`src/rtl/viterbi_pkg.sv`:
```
// Constants and helpers shared by the K=3 rate-1/2 convolutional encoder and its Viterbi decoder.
// Symbol layout: [1]=G0 parity, [0]=G1 parity; register vector r = {s[1], s[0], b}.
package viterbi_pkg;

  localparam int K     = 3;
  localparam int SYM_W = 2;

  localparam logic [K-1:0] G0 = 3'b111;
  localparam logic [K-1:0] G1 = 3'b101;

  typedef enum logic [1:0] {
    ST_LOAD,
    ST_ENCODE,
    ST_TAIL
  } state_e;

  function automatic logic [SYM_W-1:0] conv_sym(input logic [K-1:0] r);
    return {^(r & G0), ^(r & G1)};
  endfunction

endpackage

```
`src/rtl/conv_enc_core.sv`:
```
// Two-bit shift-state register plus parity generators; symbol for bit_i is combinational from the current state.
// The state shifts in bit_i on advance_i; clear_i has priority and zeroes the state.
module conv_enc_core
  import viterbi_pkg::*;
(
  input  logic             clk,
  input  logic             rst,
  input  logic             bit_i,
  input  logic             advance_i,
  input  logic             clear_i,
  output logic [SYM_W-1:0] sym_o
);

  logic [K-2:0] s_q, s_d;

  always_comb begin
    s_d = s_q;
    if (clear_i) begin
      s_d = '0;
    end else if (advance_i) begin
      s_d = {s_q[0], bit_i};
    end
  end

  always_ff @(posedge clk) begin
    if (rst) begin
      s_q <= '0;
    end else begin
      s_q <= s_d;
    end
  end

  assign sym_o = conv_sym({s_q, bit_i});

endmodule

```
`src/rtl/conv_encoder_framer.sv`:
```
// Frame buffer + FSM that replays buffered info bits through conv_enc_core as a registered symbol stream.
// Output register is only reloaded on a handshake, so a stalled symbol stays put until out_ready.
module conv_encoder_framer
  import viterbi_pkg::*;
#(
  parameter int FRAME_LEN = 32,
  parameter bit TAIL_EN   = 1'b1
) (
  input  logic                         clk,
  input  logic                         rst,
  input  logic                         in_valid,
  input  logic                         in_bit,
  output logic                         in_ready,
  input  logic                         start,
  output logic [SYM_W-1:0]             out_sym,
  output logic                         out_valid,
  input  logic                         out_ready,
  output logic                         busy,
  output logic                         frame_done,
  output logic [$clog2(FRAME_LEN):0]   bit_count
);

  localparam int AW = $clog2(FRAME_LEN);
  localparam int CW = AW + 1;

  state_e                 state_q, state_d;
  logic [CW-1:0]          bit_count_q, bit_count_d;
  logic [CW-1:0]          idx_q, idx_d;
  logic                   tail_q, tail_d;
  logic [FRAME_LEN-1:0]   buf_q, buf_d;
  logic                   out_vld_q, out_vld_d;
  logic [SYM_W-1:0]       out_sym_q, out_sym_d;
  logic                   frame_done_q, frame_done_d;

  logic                   enc_bit, enc_adv, enc_clr;
  logic [SYM_W-1:0]       enc_sym;
  logic                   in_rdy;
  logic                   hs;
  logic                   finish;

  conv_enc_core u_core (
    .clk       (clk),
    .rst       (rst),
    .bit_i     (enc_bit),
    .advance_i (enc_adv),
    .clear_i   (enc_clr),
    .sym_o     (enc_sym)
  );

  assign hs = out_vld_q && out_ready;

  always_comb begin
    state_d      = state_q;
    bit_count_d  = bit_count_q;
    idx_d        = idx_q;
    tail_d       = tail_q;
    buf_d        = buf_q;
    out_vld_d    = out_vld_q;
    out_sym_d    = out_sym_q;
    frame_done_d = 1'b0;
    enc_bit      = 1'b0;
    enc_adv      = 1'b0;
    enc_clr      = 1'b0;
    in_rdy       = 1'b0;
    finish       = 1'b0;

    case (state_q)
      ST_LOAD: begin
        // Encoder state is held at zero while idle so every frame starts clean.
        enc_clr = 1'b1;
        in_rdy  = (bit_count_q < CW'(FRAME_LEN)) && !start && !frame_done_q;
        if (start) begin
          if (bit_count_q != '0) begin
            enc_clr   = 1'b0;
            enc_bit   = buf_q[0];
            enc_adv   = 1'b1;
            out_vld_d = 1'b1;
            out_sym_d = enc_sym;
            idx_d     = CW'(1);
            tail_d    = 1'b0;
            state_d   = ST_ENCODE;
          end else begin
            frame_done_d = 1'b1;
          end
        end else if (in_valid && in_rdy) begin
          buf_d[bit_count_q[AW-1:0]] = in_bit;
          bit_count_d                = bit_count_q + CW'(1);
        end
      end
      ST_ENCODE: begin
        if (hs) begin
          if (idx_q < bit_count_q) begin
            enc_bit   = buf_q[idx_q[AW-1:0]];
            enc_adv   = 1'b1;
            out_sym_d = enc_sym;
            idx_d     = idx_q + CW'(1);
          end else if (TAIL_EN) begin
            enc_adv   = 1'b1;
            out_sym_d = enc_sym;
            tail_d    = 1'b0;
            state_d   = ST_TAIL;
          end else begin
            finish = 1'b1;
          end
        end
      end
      ST_TAIL: begin
        // tail_q marks that the second flush symbol is already in the output register.
        if (hs) begin
          if (!tail_q) begin
            enc_adv   = 1'b1;
            out_sym_d = enc_sym;
            tail_d    = 1'b1;
          end else begin
            finish = 1'b1;
          end
        end
      end
      default: begin
        state_d = ST_LOAD;
      end
    endcase

    if (finish) begin
      out_vld_d    = 1'b0;
      out_sym_d    = '0;
      frame_done_d = 1'b1;
      bit_count_d  = '0;
      idx_d        = '0;
      tail_d       = 1'b0;
      enc_clr      = 1'b1;
      state_d      = ST_LOAD;
    end
  end

  always_ff @(posedge clk) begin
    if (rst) begin
      state_q      <= ST_LOAD;
      bit_count_q  <= '0;
      idx_q        <= '0;
      tail_q       <= 1'b0;
      buf_q        <= '0;
      out_vld_q    <= 1'b0;
      out_sym_q    <= '0;
      frame_done_q <= 1'b0;
    end else begin
      state_q      <= state_d;
      bit_count_q  <= bit_count_d;
      idx_q        <= idx_d;
      tail_q       <= tail_d;
      buf_q        <= buf_d;
      out_vld_q    <= out_vld_d;
      out_sym_q    <= out_sym_d;
      frame_done_q <= frame_done_d;
    end
  end

  assign in_ready   = in_rdy;
  assign out_sym    = out_sym_q;
  assign out_valid  = out_vld_q;
  assign busy       = (state_q != ST_LOAD);
  assign frame_done = frame_done_q;
  assign bit_count  = bit_count_q;

endmodule
```
`config.mk`:
```
export PLATFORM = sky130hd
export DESIGN_NAME = conv_encoder_framer
export DESIGN_NICKNAME = d
export VERILOG_FILES = /design/src/rtl/viterbi_pkg.sv /design/src/rtl/conv_enc_core.sv /design/src/rtl/conv_encoder_framer.sv
export SDC_FILE = /design/constraint.sdc
export NUM_CORES = 1
export LEC_CHECK = 0
export CAP_MARGIN = 0
export CORE_ASPECT_RATIO = 1.2
export CORE_MARGIN = 4
export CORE_UTILIZATION = 35
export CTS_BUF_LIST = sky130_fd_sc_hd__clkbuf_16
export DETAILED_ROUTE_END_ITERATION = 6
export SYNTH_ARGS = -nofsm -noshare
export SYNTH_HDL_FRONTEND = slang
export SYNTH_SLANG_ARGS = --single-unit
```
`constraint.sdc`:
```
create_clock -name clk -period 2.2 [get_ports clk]
set_input_delay 0.44 -clock clk [delete_from_list [all_inputs] [get_ports clk]]
set_output_delay 0.44 -clock clk [all_outputs]
set_load 0.01 [all_outputs]
```
* Word-level counts from Yosys, hierarchy flattened *
Index checks and enable logic that the tools add are counted.

storage, ports and cells
  logic and storage cells = 98
  register bits after elaboration = 53
  input port bits = 6

cells by class
  bitwise operators = 2
  add/sub/neg operators = 2
  muxes and demuxes = 49
  equal/unequal tests = 9
  magnitude comparators = 5
  reduce and logical (&&, ||, !) cells = 22

operators with widths
  cell                                                                                 count
  32-bit bitwise mux                                                                   1
  1-bit 2-to-1 mux                                                                     27
  6-bit 2-to-1 mux                                                                     4
  2-bit 2-to-1 mux                                                                     9
  2-bit inequality test, second input constant                                         7
  6-bit by 1-bit adder with 6-bit output, second input constant                        2
  5-bit by 6-bit < comparator with 1-bit output, second input constant                 2
  2-bit one-hot mux with 3 select lines                                                2
  6-bit one-hot mux with 2 select lines                                                1
  6-bit AND reduction                                                                  2
  5-bit AND reduction                                                                  2
  6-bit < comparator                                                                   1
  6-bit < comparator, second input constant                                            1
  1-bit one-hot mux with 3 select lines                                                2
  3-bit AND reduction                                                                  2
  6-bit nonzero test                                                                   1
  3-bit XOR reduction                                                                  2
  1-bit binary-select mux with 5-bit select                                            1
  1-bit demux with 5-bit select                                                        1
  5-bit by 1-bit greater-or-equal comparator with 1-bit output, second input constant  1
  1-bit logical AND                                                                    5
  2-bit nonzero test                                                                   2
  2-bit OR reduction                                                                   2
  3-bit nonzero test                                                                   1
  6 further kinds                                                                      8

* Longest topological paths before layout *
  word-level depth = 9
  gate-level depth with buffers = 9
  mapped depth without buffers = 8

* Cells and area by module *
From an unflattened synthesis, not the netlist that was laid out.

unflattened totals
  cell total of the unflattened synthesis = 340
  area, all modules = 2,925.3 um^2

modules (own cells, without submodules)
  module               area each (um^2)  cells each  sequential area each (um^2)  times used
  conv_encoder_framer  2,837.7           332         1,021.0                      1
  conv_enc_core        87.6              8           40.0                         1

* Least setup slack after synthesis *
Ideal clock, no wire load.

  kind = register to register
  start point = register bit_count_q[3] (netlist: bit_count[3])
  end point = register idx_q[4]
  buffers on the path = 0
  required time = 2.129 ns
  cell stages (with the launch flop) = 9
  library setup time = 0.071 ns
  slack = -0.315 ns
  arrival time = 2.445 ns
  cell sequence = dfxtp_1 clkinv_1 ha_1 a2111oi_0 o21ai_1 a21oi_1 o211ai_1 or3_1 a21oi_1

between the ends
  longest elaborated chain between the ends = 3

ends and longest elaborated chain
  item                                                             RTL line                                              RTL
  start: declaration                                               conv_encoder_framer.sv:27                             logic [CW-1:0] bit_count_q, bit_count_d;
  start signal: assignment                                         conv_encoder_framer.sv:148                            bit_count_q <= bit_count_d;
  6-bit < comparator / 6-bit nonzero test (equally long branches)  conv_encoder_framer.sv:92, conv_encoder_framer.sv:73
  2-bit inequality test (no line)                                  -
  5-bit AND reduction (no line) *                                  -
  end signal: assignment                                           conv_encoder_framer.sv:149                            idx_q <= idx_d;
  end: declaration                                                 conv_encoder_framer.sv:28                             logic [CW-1:0] idx_q, idx_d;

Mark *: on every way between the ends. The rest lies on a longest branch, timed or not.
A chain may end at the register's enable or synchronous reset.

* Final worst setup path *
  start point = register bit_count_q[2] (netlist: bit_count[2])
  end point = register idx_q[4]

The elaborated chain is that of the path after synthesis.

==> key figures <==
Layout
  • Area of the multi-input gates: 1680 µm²
  • Antenna cells: 0
  • Commonest non-fill, non-tap cells in the layout: dfxtp_1 (50), nor2_1 (47), nand2_1 (42), a21oi_1 (39), buf_4 (31)
  • Layout fillers: 774
  • Most common library cell in the layout ignoring fill and taps: dfxtp_1
  • Final nets: 402
  • Layout cells sized above 1: 18.9%
  • P&R area growth vs syn: 24.7%
  • Register area: 1070 µm²

Power and ir drop
  • Power, Total: 2.20 mW
  • Leak: between 1 and 1.5 nW
  • VDD IR max: 0.329 mV
  • Cell Pwr Density: 624 nW/µm²

Setup path
  • R2r worst-path depth: 8
  • Startpoint Class: flop
  • Reg2reg end: idx_q[4]
  • Arrival time worst endpoint: around 2.4 ns
  • Crit path required time: 2.43 ns
  • Max incr delay on CP: 0.37 ns
  • Max stage delay cell, worst path: or3_1
  • Launch point of the worst path: bit_count[2]
  • End of the critical path: idx_q[4]
  • Crit-path cells: clkinv_2 > ha_1 > a2111oi_2 > o21ai_1 > a21oi_2 > o211ai_1 > or3_1 > a21oi_1
  • WS Path Type: flop to flop
  • CP Capture Type: flop
  • Worst R2R Start: bit_count[2]
  • CP Max Fanout: 4
  • R2r setup slk: approximately 0.08 ns

Synth
  • Post-synth top area share: 37.4%
  • Syn avg cell area: 8.12 µm²
  • FF+latch count, synth: 53
  • Post-synthesis cell area: 2840 µm²
  • Top post-synthesis cells by area: dfxtp_1 (37%), a21oi_1 (7.2%), nor2_1 (6.6%)
  • FFs w/ async S/R, synth: 0%
  • EDFF count, synth: 0
  • Synth warn: 0
  • Syn Inst Count: ~350
  • Simple-gate share of the synthesized area: 21.9%
  • Main synth FF type: dfxtp_1
  • Cell accounting for the most synthesized area: dfxtp_1
  • Net Count, Synth: ~370
  • Yosys cell types: 47
  • Synth Area in Compound Gates: 19.2%
  • Area share of xor/xnor cells in the synthesized design: 1.85%
  • Sequential share of the synthesized area: 37.4%
  • Main combinational cell family by area after synthesis: simple AND/OR/NAND/NOR gates
  • Synthesized-area fraction occupied by adder cells: 4.41%
  • Post-synthesis mux area share: a little over a tenth

Clock tree
  • CTS max path bufs: 2
  • CTS sink count: between 50 and 60
  • H-tree levels: 2
  • Later-pin clock latency in the skew report: 0.29 ns
  • Clock root cell: clkbuf_16
  • Num CTS Buffers: 5
  • Clock slew seen by the registers of the worst setup and hold paths: 0.07 ns
  • CTS tree: built

GRT
  • First-pass GRT wire length: 12300 µm
  • Number of global-route vias before repair: 2433
  • Initial antenna violation count: 0
  • Largest net degree at the start of global routing: 33
  • GR Overflow Total: 0
  • Overall routing resource usage: 15.7%

Floorplanning
  • Core ar.: roughly 8000 µm²
  • DIE AREA: 9610 µm²
  • Number of I/O pins: 18
  • Die W: between 90 and 100 µm
  • Num rows: 35
  • Die Span Y: 107 µm
  • Starting density of the core: 36.4%

Flow run
  • Total of max-cap violations: 0

Routing
  • DRT antenna net count: 0
  • Vias per cell: 5.49
  • DRT iter0 DRCs: 134
  • Total wire length: 7600 µm
  • Via count: 2631
  • First-pass detailed-route iteration total: 4
  • DR DRC count: 0
  • DR WL/cell: 15.9 µm

STA
  • Clock Skew: 0.00609 ns
  • Max Freq: 0.472 GHz
  • Final slew viol count: 0
  • Minimum clock period: ~2.1 ns
  • Worst slew margin: roughly three quarters
  • Final setup violation count: 0
  • Setup ws final: ~0.08 ns
  • Final setup TNS: 0 ns
  • Worst-Margin Slew: 0.400 ns
  • Post-route clock period utilization: 96.3%
  • Endpoints failing hold: 0

Placed design
  • Port Buf Inserts: 17
  • Pre-CTS setup slack: -0.0168 ns
  • RD Place Congestion: 0.822
  • DP HPWL: 5220 µm

Status
  • Status: complete, no violations

Worst hold path
  • Hold WC Path Type: flop to flop
[area by class of cell]
| type | count | share of cell area [%] |
|---|---|---|
| clock buffers | 5 | 3.54 |
| clock inverters | 3 | 1.84 |
| inverters | 10 | 1.13 |
| multi-input cells | 266 | 47.4 |
| flip-flops and latches | 53 | 30.2 |
| well taps | 92 | 3.26 |
| repair buffers | 50 | 12.6 |
[how the worst min path moves through the flow]
stage / endpoint / slack [ns] / cells past startpoint / from
6_report: buf_q[21] / 0.48 / 2 / buf_q[21]
3_3_place_gp: buf_q[19] / 0.46 / 2 / buf_q[19]
4_1_cts: buf_q[24] / 0.48 / 2 / buf_q[24]
2_1_floorplan: buf_q[10] / 0.45 / 2 / buf_q[10]
3_5_place_dp: buf_q[9] / 0.47 / 2 / buf_q[9]
5_1_grt: buf_q[23] / 0.51 / 2 / buf_q[23]
[critical path, delay by kind of cell, from the launching register on]
family | cells | cell delay [ns]
compound gates | 5 | 1.07
fa+ha+maj | 1 | 0.21
buf+inv | 1 | 0.07
flops | 1 | 0.34
simple gates | 1 | 0.37
[sequential cells by signal, summed over array words and instances, names as in the netlist]
signal,count
bit_count,6
frame_done,1
tail_q,1
out_sym,2
buf_q,32
state_q,2
out_valid,1
idx_q,6
u_core.s_q,2
[power by group]
part / internal (mW) / switching, mW
clock network: 0.651 / 0.368
logic: 0.0889 / 0.114
registers: 0.970 / 0.0127
[Yosys cell counts (4+ instances only)]
library cell and number:
clkbuf_1 13, xnor2_1 4, nand4_1 10, o21ai_0 26
dfxtp_1 53, o21ai_1 13, nor2_1 50, buf_2 5
ha_1 10, nand2b_1 4, nand2_1 42, a21oi_1 41
mux2i_1 7, mux4_1 7, nand3_1 12, inv_1 7
[kinds of logic (layout without fill, tap and decap cells)]
kind of cell | count (synthesis) | in the layout
AND/OR/NAND/NOR | 136 | 136
flip-flops | 53 | 53
buffers and inverters | 30 | 68
AO/OA/AOI/OAI | 98 | 98
adder cells (fa/ha/maj) | 10 | 10
multiplexers | 16 | 16
XOR/XNOR | 6 | 6
[metal layers]
| layer | up-vias | GRT usage, % | wire [µm] |
|---|---|---|---|
| met5 | - | 0 | 0 |
| met4 | 0 | 4.38 | 110 |
| met3 | 11 | 2.32 | 222 |
| met2 | 51 | 27.9 | 3890 |
| met1 | 1254 | 20.0 | 3370 |
| li1 | 1315 | - | - |
[metrics by stage]
step           util [%]  hold WS (ns)  cells  area, µm²
4_1_cts            44.9         0.479    478       3500
2_1_floorplan         -         0.449    349       2850
3_5_place_dp       42.3         0.466    469       3300
3_3_place_gp       42.3         0.461    469       3300
6_report           45.3         0.478    479       3530
5_1_grt            45.3         0.509    479       3530
[what timing repair did]
action,in CTS,in global routing
setup endpoints to repair,3,6
buffers inserted,1,1
gates resized for setup,1,21
pin swaps,0,6
hold buffers,0,0
Power figures use the tool's default switching activity.
